$ cat config.mk
export PLATFORM = sky130hd
export DESIGN_NAME = prio_arbiter_4ch
export DESIGN_NICKNAME = d
export VERILOG_FILES = /design/src/rtl/prio_arbiter_4ch.sv
export SDC_FILE = /design/constraint.sdc
export NUM_CORES = 1
export LEC_CHECK = 0
export ABC_AREA = 1
export BUFFER_PORTS_ARGS = -buffer_cell sky130_fd_sc_hd__buf_2
export CAP_MARGIN = 10
export CORE_AREA = 2 2 39 41
export DETAILED_ROUTE_END_ITERATION = 8
export DIE_AREA = 0 0 41 43
export PLACE_DENSITY_LB_ADDON = 0.25
export SLEW_MARGIN = 5
export SYNTH_ARGS = -nofsm -noshare
export SYNTH_HDL_FRONTEND = slang
export SYNTH_SLANG_ARGS = --single-unit
$ cat constraint.sdc
create_clock -name clk -period 1.4 [get_ports clk]
set_input_delay 0.21 -clock clk [delete_from_list [all_inputs] [get_ports clk]]
set_output_delay 0.21 -clock clk [all_outputs]
set_load 0.005 [all_outputs]
$ cat src/rtl/prio_arbiter_4ch.sv
// prio_arbiter_4ch: four-requester fixed-priority arbiter with a locked grant.
// req[3] has the highest priority. A grant is registered and held until the
// owner drops its request. There is no preemption.
// Optional feature macro: PRIO_ARB_TIMEOUT_EN. When it is defined, a grant is
// forcibly revoked after MAX_HOLD cycles. The revoked requester is then masked
// until it drops its request.
// Handshake: req[i] is a level request. gnt[i] is the grant for the same
// requester. The owner keeps the resource while req[i] stays high. The owner
// gives it up by deasserting req[i]. After every release or revoke there is
// one idle bubble cycle before the next owner is granted.
module prio_arbiter_4ch #(
    parameter int MAX_HOLD = 8,
    parameter int CNT_W    = 8
) (
    input  logic       clk,
    input  logic       rst_n,
    input  logic [3:0] req,
    output logic [3:0] gnt,
    output logic [1:0] gnt_id,
    output logic       gnt_valid,
    output logic       timeout,
    output logic       dbg_state
);

    localparam logic ST_IDLE  = 1'b0;
    localparam logic ST_GRANT = 1'b1;

    // Reject parameter sets whose counter could not hold MAX_HOLD-1.
    if (MAX_HOLD < 2 || MAX_HOLD > 255 || (MAX_HOLD >> CNT_W) != 0) begin : g_param_check
        $error("prio_arbiter_4ch: illegal MAX_HOLD/CNT_W combination");
    end

    logic       state;
    logic       state_nxt;
    logic [3:0] mask;
    logic [3:0] eff_req;
    logic [1:0] win_id;
    logic       win_valid;
    logic       owner_req;
    logic       hold_limit;
    logic [3:0] gnt_nxt;
    logic [1:0] gnt_id_nxt;
    logic       gnt_valid_nxt;
    logic       timeout_nxt;

    assign eff_req   = req & ~mask;
    assign owner_req = req[gnt_id];
    assign dbg_state = state;

`ifdef PRIO_ARB_TIMEOUT_EN
    localparam logic [CNT_W-1:0] HOLD_LAST = CNT_W'(MAX_HOLD - 1);

    logic [CNT_W-1:0] hold_cnt;
    logic             revoke;

    assign hold_limit = (hold_cnt == HOLD_LAST);
    assign revoke     = (state == ST_GRANT) && owner_req && hold_limit;

    // Hold counter: counts grant cycles and restarts from 0 on every new grant.
    always_ff @(posedge clk or negedge rst_n) begin
        if (!rst_n) begin
            hold_cnt <= '0;
        end else if (state == ST_GRANT && state_nxt == ST_GRANT) begin
            hold_cnt <= hold_cnt + CNT_W'(1);
        end else begin
            hold_cnt <= '0;
        end
    end

    // Mask: a revoked owner is blocked until its request line goes low.
    always_ff @(posedge clk or negedge rst_n) begin
        if (!rst_n) begin
            mask <= 4'b0000;
        end else begin
            mask <= (mask & req) | (revoke ? (4'b0001 << gnt_id) : 4'b0000);
        end
    end
`else
    assign mask       = 4'b0000;
    assign hold_limit = 1'b0;
`endif

    // Fixed-priority pick over unmasked requests; the highest index wins.
    always_comb begin
        win_valid = |eff_req;
        win_id    = 2'd0;
        if (eff_req[3]) begin
            win_id = 2'd3;
        end else if (eff_req[2]) begin
            win_id = 2'd2;
        end else if (eff_req[1]) begin
            win_id = 2'd1;
        end
    end

    // Next-state logic: grant from IDLE, then hold until release or revoke.
    always_comb begin
        state_nxt     = state;
        gnt_nxt       = gnt;
        gnt_id_nxt    = gnt_id;
        gnt_valid_nxt = gnt_valid;
        timeout_nxt   = 1'b0;
        case (state)
            ST_IDLE: begin
                if (win_valid) begin
                    state_nxt     = ST_GRANT;
                    gnt_nxt       = 4'b0001 << win_id;
                    gnt_id_nxt    = win_id;
                    gnt_valid_nxt = 1'b1;
                end
            end
            ST_GRANT: begin
                // A normal release takes precedence over the hold limit.
                if (!owner_req || hold_limit) begin
                    state_nxt     = ST_IDLE;
                    gnt_nxt       = 4'b0000;
                    gnt_id_nxt    = 2'd0;
                    gnt_valid_nxt = 1'b0;
                    timeout_nxt   = owner_req;
                end
            end
            default: begin
                state_nxt     = ST_IDLE;
                gnt_nxt       = 4'b0000;
                gnt_id_nxt    = 2'd0;
                gnt_valid_nxt = 1'b0;
            end
        endcase
    end

    // Registered state and grant outputs; reset clears any grant in progress.
    always_ff @(posedge clk or negedge rst_n) begin
        if (!rst_n) begin
            state     <= ST_IDLE;
            gnt       <= 4'b0000;
            gnt_id    <= 2'd0;
            gnt_valid <= 1'b0;
            timeout   <= 1'b0;
        end else begin
            state     <= state_nxt;
            gnt       <= gnt_nxt;
            gnt_id    <= gnt_id_nxt;
            gnt_valid <= gnt_valid_nxt;
            timeout   <= timeout_nxt;
        end
    end

endmodule

==> results.md <==
- Outcome: complete, no violations
- Crit-path leading delay family: simple AND/OR/NAND/NOR gates
- Maxcap violations: 0
- WP buf/inv: 1
- Seq/Total Area, Yosys: 50.0%
- Largest net degree at the start of global routing: 9
- Initial Util: 28.9%
- Total CTS buffers: 3
- RSZ-0062 raised after global routing: false
- Row count: 14
- Peak VDD IR: 0.000644 V
- Setup TNS: 0 ps
- WHS: 235 ps
- IO Pins: 15
- Worst Path Max Fanout: 7
- CTS Sinks: 8
- Count of final max-slew check failures: 0
- Core area: 1380 µm²
- GRT overflow: 0
- Hold WC Path Type: primary input to flip-flop
- GRT Util Overall: 12.5%
- Yosys reg bits: 8
- Synth top area share: 50.0%
- Cells after Synth: 51
- Pint: 597 µW
- Area growth syn-to-layout: 27.5%
- Placer's final routability congestion estimate: 0.762
- Fin crit share: 76.9%
- Max stage delay cell, worst path: dfrtp_1
- Post-CTS setup buffers: 0
- Mapped Area: 400 µm²
- Clock group share of total power: 17.6%
- Final nets: 75
- CTS root buf: clkbuf_4
- Sw frac: 40.2%
- Detailed placer's ending HPWL: 654 µm
- Yosys cell types: 12
- Syn_nets: 57
- Setup CP Type: flip-flop to flip-flop
- CTS tree: yes
- Initial antenna violation count: 0
- Fillers: 153
- H-tree Lvls: 1
- Via Count: 365
- Comb power frac: 42.7%
- Die H: 43 µm
- Share of layout cells above drive strength 1: 28.4%
- Peak Freq: 929 MHz
- Maximum clock insertion buffer count: 2
- Required time of the critical path: 1540 ps
- Seq pwr share: 39.8%
- Final Hold Vio Count: 0
- Syn avg cell area: 7.85 µm²
- # DRC: 0
- CP arrival: 1220 ps
- Vias per cell: 4.40
- Chip Width: 41 µm
- DRT Wirelength: 873 µm
- Most used cell, CP: nand2_1
- CP startpoint kind: flip-flop
- Crit-path max cell delay: 390 ps
- Top cells by area, synth: dfrtp_1 (50%), nand2_1 (15%), nand3_1 (13%), inv_1 (6.6%), o21ai_4 (4.1%)
- Vias in the first global route: 333
- CP Cell Sequence: inv_1, nand2_1, nand3_1, nand2_1, nand2_1, nand3_1, nand2_1
- Iteration-0 DRC Markers: 2
- Die ar.: 1760 µm²
- Pwr dens: 1960 nW/µm²
- Initial DRT Pass Iterations: 3
- # setup viols final: 0
- Clock Skews: 3.17 ps
- Most common cell after layout, fill and taps aside: nand2_1
- CP endpoint kind: flip-flop
- Commonest non-fill, non-tap cells in the layout: nand2_1 (16), buf_2 (13), nand3_1 (10)
- PostCTS Resize Cnt: 0
- Clock slew at reported path FFs: 60 ps
- P_leak: 0.297 nW
- Switch Pwr: 401 µW
- Port Buffer Count: 13
- N_diodes: 0
- Number of hold buffers added after CTS: 1
- First-pass GRT wire length: 1.41 mm
- Final Critical Period: 1080 ps
- Synth area leader: dfrtp_1
- Synth warn: 0
- Clock Latency Late Sink: 250 ps
- Wire length per cell: 10.5 µm
- Detail Route Antenna Nets: 0
[layout make-up]
cell class                 instances  area (µm²)  share of cell area [%]
inverter                           7        26.3                    5.15
timing repair buffer              14        75.1                    14.7
sequential                         8         200                    39.2
tap                               16        20.0                    3.92
clock buffer                       3        22.5                    4.41
multi-input combinational         35         166                    32.6
[cell families (layout without fill, tap and decap cells)]
group,after synthesis,after routing,synth area share (%)
flops,8,8,50.0
other cells,1,1,0.937
buf+inv,8,24,8.44
compound gates,3,3,6.56
simple gates,31,31,34.1
[metrics by stage]
step | std cells | instance area (µm²) | worst slack, ps | utilization [%] | total power, mW
2_1_floorplan | 51 | 400 | 415 | - | 0.662
4_1_cts | 83 | 510 | 296 | 36.9 | 1.01
3_5_place_dp | 79 | 478 | 245 | 34.5 | 0.834
5_1_grt | 83 | 510 | 128 | 36.9 | 1.10
3_3_place_gp | 79 | 478 | 261 | 34.5 | 0.823
6_report | 83 | 510 | 323 | 36.9 | 0.998
[cells in the mapped netlist (all sizes together)]
| library cell | count |
|---|---|
| nand2 | 17 |
| nand3 | 10 |
| dfrtp | 8 |
| inv | 7 |
| nor2 | 3 |
| o21ai | 3 |
| buf | 1 |
| conb | 1 |
| nand4 | 1 |
[path summary, 6_finish.rpt]
path | slack, ps | to | depth (start not counted) | start
worst min-delay path | 240 | gnt[1]$_DFFE_PN0P_ | 3 | req[1]
worst min register to register | 500 | gnt[3]$_DFFE_PN0P_ | 2 | gnt[3]$_DFFE_PN0P_
worst max-delay path | 320 | gnt[0]$_DFFE_PN0P_ | 7 | gnt_id[0]$_DFFE_PN0P_
max in group asynchronous | 900 | gnt[1]$_DFFE_PN0P_ | 2 | rst_n
worst max register to register | 320 | gnt[0]$_DFFE_PN0P_ | 7 | gnt_id[0]$_DFFE_PN0P_
min in group asynchronous | 330 | gnt_id[0]$_DFFE_PN0P_ | 2 | rst_n
[tightest hold or removal path: stages]
cell	delay, ps
buf_2	100
nand3_1	70
nand2_1	60
[state kept, by name, indices dropped and copies added (netlist names)]
register,count
gnt_valid,1
dbg_state,1
gnt,4
gnt_id,2
[layer usage]
metal  share of wire, %  GRT usage (%)  vias up
li1                   -              -      194
met1                 51           16.0      163
met2                 42           16.9        8
met3                6.6           9.42        0
met4                  0           2.00        0
met5                  0              0        -
[power groups by stage]
stage               combinational, mW  clock [mW]  sequential, mW
global placement                0.422           0           0.401
finish                          0.426       0.175           0.397
detailed placement              0.429           0           0.405
floorplan                       0.256           0           0.406
global route                    0.497       0.199           0.408
CTS                             0.434       0.180           0.400
No activity file was read; power rests on OpenSTA's default activity.
